## config.mk

```make
export PLATFORM = sky130hd
export DESIGN_NAME = minimig_autoconfig_ctrl
export DESIGN_NICKNAME = d
export VERILOG_FILES = /design/src/rtl/minimig_autoconfig_pkg.sv /design/src/rtl/minimig_autoconfig_ctrl.sv
export SDC_FILE = /design/constraint.sdc
export NUM_CORES = 1
export LEC_CHECK = 0
export ABC_AREA = 1
export CELL_PAD_IN_SITES_DETAIL_PLACEMENT = 0
export CELL_PAD_IN_SITES_GLOBAL_PLACEMENT = 1
export CORE_ASPECT_RATIO = 0.8
export CORE_MARGIN = 2
export CORE_UTILIZATION = 35
export CTS_BUF_LIST = sky130_fd_sc_hd__clkbuf_4
export DETAILED_ROUTE_END_ITERATION = 7
export PLACE_DENSITY_LB_ADDON = 0.1
export SKIP_LAST_GASP = 1
export SYNTH_ARGS = -nofsm -noshare
export SYNTH_HDL_FRONTEND = slang
export SYNTH_SLANG_ARGS = --single-unit
```

## constraint.sdc

```tcl
create_clock -name clk -period 2.21 [get_ports clk]
set_input_delay 0.221 -clock clk [delete_from_list [all_inputs] [get_ports clk]]
set_output_delay 0.221 -clock clk [all_outputs]
set_load 0.05 [all_outputs]
```

## src/rtl/minimig_autoconfig_pkg.sv

```systemverilog
// Shared types and constants for the Minimig AutoConfig responder.
package minimig_autoconfig_pkg;

    typedef enum logic [2:0] {
        SCAN,
        IDLE,
        RD1,
        RD2,
        ACK
    } state_e;

    // Register byte offsets within the AutoConfig window
    localparam logic [7:0] REG_BASE_Z3 = 8'h44;
    localparam logic [7:0] REG_BASE_HI = 8'h48;
    localparam logic [7:0] REG_BASE_LO = 8'h4A;
    localparam logic [7:0] REG_SHUTUP  = 8'h4C;

    localparam logic [2:0] SLOT_Z2   = 3'd0;
    localparam logic [2:0] SLOT_Z3   = 3'd1;
    localparam logic [2:0] SLOT_Z3B0 = 3'd2;
    localparam logic [2:0] SLOT_ETH  = 3'd3;

endpackage

```

## src/rtl/minimig_autoconfig_ctrl.sv

```systemverilog
// AutoConfig bus responder: walks the board chain, answers reads from the nybble ROM and
// captures base/shut-up writes. Define AUTOCONFIG_ETH_EN to let slot 3 (Ethernet) take part.
module minimig_autoconfig_ctrl
    import minimig_autoconfig_pkg::*;
#(
    parameter int unsigned NUM_BOARDS = 4
) (
    input  logic        clk,
    input  logic        reset,
    input  logic        req,
    input  logic        wr,
    input  logic [6:0]  addr,
    input  logic [15:0] din,
    output logic [15:0] dout,
    output logic        ack,
    input  logic [3:0]  board_en,
    output logic [8:0]  rom_a,
    input  logic [3:0]  rom_q,
    output logic [7:0]  z2_base,
    output logic [15:0] z3_base,
    output logic [15:0] z3b0_base,
    output logic [15:0] eth_base,
    output logic [3:0]  configured,
    output logic        cfg_done
);

    localparam logic [2:0] NULL_IDX = 3'(NUM_BOARDS);
`ifdef AUTOCONFIG_ETH_EN
    localparam logic ETH_EN = 1'b1;
`else
    localparam logic ETH_EN = 1'b0;
`endif

    state_e      state_q, state_d;
    logic [2:0]  idx_q, idx_d;
    logic        pend_q, pend_d, pend_wr_q, pend_wr_d;
    logic [6:0]  pend_addr_q, pend_addr_d;
    logic [15:0] pend_din_q, pend_din_d;
    logic [3:0]  tmp_q, tmp_d;
    logic        ack_q, ack_d;
    logic [15:0] dout_q, dout_d;
    logic [8:0]  rom_a_q, rom_a_d;
    logic [7:0]  z2_q, z2_d;
    logic [15:0] z3_q, z3_d, z3b0_q, z3b0_d, eth_q, eth_d;
    logic [3:0]  cfg_q, cfg_d;

    logic [3:0]  en_eff;
    logic        act_req, act_wr, slot_live, retire;
    logic [6:0]  act_addr;
    logic [15:0] act_din;
    logic [7:0]  act_off;

    assign en_eff = {board_en[3] & ETH_EN, board_en[2:0]};

    // A held request takes priority over a live strobe on entry to IDLE
    always_comb begin
        act_req  = pend_q | req;
        act_wr   = pend_q ? pend_wr_q : wr;
        act_addr = pend_q ? pend_addr_q : addr;
        act_din  = pend_q ? pend_din_q : din;
        act_off  = {act_addr, 1'b0};
    end

    assign slot_live = (idx_q < NULL_IDX);
    assign retire = act_req && act_wr && slot_live &&
                    ((act_off == REG_SHUTUP) ||
                     (idx_q == SLOT_Z2 && act_off == REG_BASE_HI) ||
                     (idx_q != SLOT_Z2 && act_off == REG_BASE_Z3));

    always_ff @(posedge clk) begin
        if (reset) begin
            state_q <= SCAN;
            idx_q   <= '0;
        end else begin
            state_q <= state_d;
            idx_q   <= idx_d;
        end
    end

    always_comb begin
        state_d = state_q;
        idx_d   = idx_q;
        unique case (state_q)
            SCAN: begin
                if (slot_live && !en_eff[idx_q[1:0]]) begin
                    idx_d = idx_q + 3'd1;
                end else begin
                    state_d = IDLE;
                end
            end
            IDLE: begin
                if (retire) begin
                    state_d = SCAN;
                    idx_d   = idx_q + 3'd1;
                end else if (act_req && !act_wr && !act_addr[6]) begin
                    state_d = RD1;
                end
            end
            RD1:     state_d = RD2;
            RD2:     state_d = ACK;
            ACK:     state_d = IDLE;
            default: state_d = SCAN;
        endcase
    end

    always_comb begin
        ack_d       = 1'b0;
        dout_d      = dout_q;
        rom_a_d     = rom_a_q;
        z2_d        = z2_q;
        z3_d        = z3_q;
        z3b0_d      = z3b0_q;
        eth_d       = eth_q;
        cfg_d       = cfg_q;
        tmp_d       = tmp_q;
        pend_d      = pend_q;
        pend_wr_d   = pend_wr_q;
        pend_addr_d = pend_addr_q;
        pend_din_d  = pend_din_q;

        if (state_q == IDLE) begin
            pend_d = 1'b0;
        end else if (req && !pend_q) begin
            pend_d      = 1'b1;
            pend_wr_d   = wr;
            pend_addr_d = addr;
            pend_din_d  = din;
        end

        if (state_q == IDLE && act_req) begin
            if (act_wr) begin
                ack_d = 1'b1;
                if (slot_live && idx_q == SLOT_Z2) begin
                    if (act_off == REG_BASE_LO) begin
                        tmp_d = act_din[15:12];
                    end else if (act_off == REG_BASE_HI) begin
                        z2_d     = {act_din[15:12], tmp_q};
                        cfg_d[0] = 1'b1;
                    end
                end else if (slot_live && act_off == REG_BASE_Z3) begin
                    cfg_d[idx_q[1:0]] = 1'b1;
                    unique case (idx_q)
                        SLOT_Z3:   z3_d   = act_din;
                        SLOT_Z3B0: z3b0_d = act_din;
                        default:   eth_d  = act_din;
                    endcase
                end
            end else if (act_addr[6]) begin
                ack_d  = 1'b1;
                dout_d = 16'hFFFF;
            end else begin
                rom_a_d = {idx_q, act_addr[5:0]};
            end
        end

        if (state_q == RD2) begin
            ack_d  = 1'b1;
            dout_d = {rom_q, 12'hFFF};
        end
    end

    always_ff @(posedge clk) begin
        if (reset) begin
            ack_q       <= 1'b0;
            dout_q      <= 16'hFFFF;
            rom_a_q     <= '0;
            z2_q        <= '0;
            z3_q        <= '0;
            z3b0_q      <= '0;
            eth_q       <= '0;
            cfg_q       <= '0;
            tmp_q       <= '0;
            pend_q      <= 1'b0;
            pend_wr_q   <= 1'b0;
            pend_addr_q <= '0;
            pend_din_q  <= '0;
        end else begin
            ack_q       <= ack_d;
            dout_q      <= dout_d;
            rom_a_q     <= rom_a_d;
            z2_q        <= z2_d;
            z3_q        <= z3_d;
            z3b0_q      <= z3b0_d;
            eth_q       <= eth_d;
            cfg_q       <= cfg_d;
            tmp_q       <= tmp_d;
            pend_q      <= pend_d;
            pend_wr_q   <= pend_wr_d;
            pend_addr_q <= pend_addr_d;
            pend_din_q  <= pend_din_d;
        end
    end

    assign ack        = ack_q;
    assign dout       = dout_q;
    assign rom_a      = rom_a_q;
    assign z2_base    = z2_q;
    assign z3_base    = z3_q;
    assign z3b0_base  = z3b0_q;
    assign eth_base   = ETH_EN ? eth_q : 16'h0000;
    assign configured = {cfg_q[3] & ETH_EN, cfg_q[2:0]};
    assign cfg_done   = (idx_q == NULL_IDX);

endmodule

```

==> impl_metrics.env <==
export IMPL_status="completed"
export IMPL_synth_top_area_share=0.4461
export IMPL_grt_overflow_total=0
export IMPL_routed_via_density=4.497
export IMPL_power_density_nw_per_um2=818.2
export IMPL_peakVddDrop_mv=0.3201
export IMPL_postRouteWirelength_um=10090
export IMPL_synth_cells=550
export IMPL_cts_sinks=92
export IMPL_yosys_warnings=0
export IMPL_rr_startpoint="idx_q[0]"
export IMPL_die_height_um=101.1
export IMPL_area_growth_syn_to_layout_pct=25.48
export IMPL_synthTopCellsByArea="dfxtp_1 (45%), nand2_1 (8.4%), a21oi_1 (7.6%), inv_1 (6.3%), o21ai_0 (5.8%)"
export IMPL_hold_slack_ps=391.1
export IMPL_initial_utilization=0.3585
export IMPL_row_count=35
export IMPL_crit_type="register to register"
export IMPL_max_freq_mhz=498.6
export IMPL_ctsHtreeMaxLevel=3
export IMPL_rr_endpoint="z3b0_base[1]"
export IMPL_cp_start_kind="register"
export IMPL_dr_pass1_iters=4
export IMPL_vias=3544
export IMPL_critPathBufInv=2
export IMPL_clk_pin_slew_ps=160
export IMPL_grt_max_degree=58
export IMPL_drc=0
export IMPL_tightest_slew_ps=576.2
export IMPL_post_cts_setup_buffers=0
export IMPL_slew_violations=0
export IMPL_ys_types=32
export IMPL_layout_min_cycle_time_ps=2006
export IMPL_critPathCaptureType="register"
export IMPL_crit_path_end="z3b0_base[1]"
export IMPL_relSlewSlack=0.6118
export IMPL_grt_pass1_vias=3114
export IMPL_fin_nets=674
export IMPL_drtAntennaViolNets=0
export IMPL_rsz0062_at_grt="true"
export IMPL_antenna_cells=0
export IMPL_drt_initial_drc_count=209
export IMPL_clock_path_buffers=2
export IMPL_final_setup_skew_ps=16.26
export IMPL_cpPeakStageDelay_ps=450
export IMPL_post_dp_hpwl_um=7507
export IMPL_report_final_setup_viol=0
export IMPL_grt_pass1_wl_um=16240
export IMPL_cap_violations=0
export IMPL_fin_tns_setup_ps=0
export IMPL_die_area_sq_um=12690
export IMPL_leakage_uw=0.002074
export IMPL_r2r_cells=9
export IMPL_antenna_found_initial=0
export IMPL_wire_per_inst_um=12.80
export IMPL_grt_use_total=0.1627
export IMPL_crit_required_ps=2560
export IMPL_layout_drive_gt1_share=0.07969
export IMPL_hold_path_class="primary input to register"
export IMPL_fp_dieW_um=125.4
export IMPL_cp_top_family="simple AND/OR/NAND/NOR gates"
export IMPL_hold_viol=0
export IMPL_slowest_stage="dfxtp_1"
export IMPL_yosysSeqAreaShare=0.4461
export IMPL_netlist_area_sq_um=4129
export IMPL_worstPathCellList="inv_1 -> ha_1 -> nand2_1 -> nand3_2 -> nor3_4 -> nand3_4 -> buf_12 -> o21ai_0 -> a21oi_1"
export IMPL_core_area_sq_um=11520
export IMPL_async_reset_ff_frac=0
export IMPL_crit_cells=9
export IMPL_reg2reg_slack_ps=200
export IMPL_period_share=0.9075
export IMPL_synth_edf_count=0
export IMPL_critical_path_startpoint="idx_q[0]"
export IMPL_critPathMaxFanout=33
export IMPL_io_buffer_count=91
export IMPL_yosys_area_top_type="dfxtp_1"
export IMPL_yosys_most_used_dff="dfxtp_1"
export IMPL_critPathArrivalTime_ps=2360
export IMPL_root_buffer="clkbuf_4"
export IMPL_io_pin_count=122
export IMPL_cts_made_buffers=9
export IMPL_avgSynthCellArea_sq_um=7.507
export IMPL_synth_seq_cells=92
export IMPL_clkLatencyLatePin_ps=450
export IMPL_gp_congestion=0.7202
export IMPL_cts_tree="built"
## cells by family after synthesis
group,count (synthesis),share of synthesized area
AO/OA/AOI/OAI,147,0.1849
adder cells (fa/ha/maj),4,0.01212
buffers and inverters,127,0.1612
flip-flops,92,0.4461
other,2,0.001819
AND/OR/NAND/NOR,178,0.1939
## report_power, final
group | switching [uW] | total [uW] | leakage, uW | internal (uW)
Sequential | 104 | 1940 | 0.000748 | 1840
Clock | 610 | 858 | 0.0000658 | 248
Combinational | 994 | 1440 | 0.00126 | 445
Total | 1710 | 4240 | 0.00207 | 2530
## registers in the layout (all words and copies together) (netlist names)
| register | cells |
|---|---|
| ack | 1 |
| cfg_q | 3 |
| dout | 4 |
| idx_q | 3 |
| pend_addr_q | 7 |
| pend_din_q | 16 |
| pend_q | 1 |
| pend_wr_q | 1 |
| rom_a | 9 |
| state_q | 3 |
| tmp_q | 4 |
| z2_base | 8 |
| z3_base | 16 |
| z3b0_base | 16 |
## worst reg2reg max path: stages (launching register included)
cell	delay (ps)
dfxtp_1	450
inv_1	160
ha_1	270
nand2_1	100
nand3_2	110
nor3_4	290
nand3_4	110
buf_12	190
o21ai_0	160
a21oi_1	50
## metrics by stage
stage	instance area, sq um	utilization	cells	total power, uW	setup slack (ps)
floorplan	4230	-	577	3052	512.1
CTS	5172	0.4491	788	4297	177.6
global route	5181	0.4499	788	4553	-50.69
global placement	5050	0.4385	772	3395	236.7
finish	5181	0.4499	788	4239	204.4
detailed placement	5050	0.4385	772	3417	201.9
## area by class of cell
type | instances | area (sq um)
fill | 1207 | 6336
sequential | 92 | 1842
multi-input combinational | 358 | 1732
timing repair buffer | 102 | 1028
inverter | 72 | 271.5
tap | 148 | 185.2
clock buffer | 9 | 67.56
clock inverter | 7 | 55.05
## layout by cell type, fill, tap and decap left out, types with 11 or more instances in the layout
cell              n
clkdlybuf4s50_1  90
inv_1            68
a21oi_1          63
nor2_1           53
dfxtp_1          92
nand2_1          92
o21ai_1          24
conb_1           29
nand3_1          11
o21ai_0          48
## cell usage after synthesis, drive strengths merged (3+ instances only)
cell and n:
dfxtp 92, nand3 16, a211oi 3, a21oi 63
o22ai 5, ha 4, clkbuf 13, o21ai 75
nand2 97, nor2 57, buf 42, inv 71
nor3 4
## how the worst min path moves through the flow
stage                     startpoint  endpoint  slack (ps)  cells past startpoint
after CTS                   rom_q[1]  dout[13]         350                      3
after floorplan                reset  rom_a[0]         300                      1
after global placement      tmp_q[1]  tmp_q[1]         430                      2
after global routing        rom_q[3]  dout[15]         360                      3
final                       rom_q[0]  dout[12]         390                      3
after detailed placement    tmp_q[1]  tmp_q[1]         430                      2
## per-layer routing
layer,vias up,GRT usage,share of wire
li1,1873,-,-
met1,1568,0.2371,0.53
met2,98,0.2353,0.41
met3,5,0.05177,0.056
met4,0,0.03590,0.0072
met5,-,0,0
## repair_timing
action,in CTS,in global routing
resized for setup,0,1
setup endpoints to repair,0,8
hold buffers,0,0
Power figures use the tool's default switching activity.
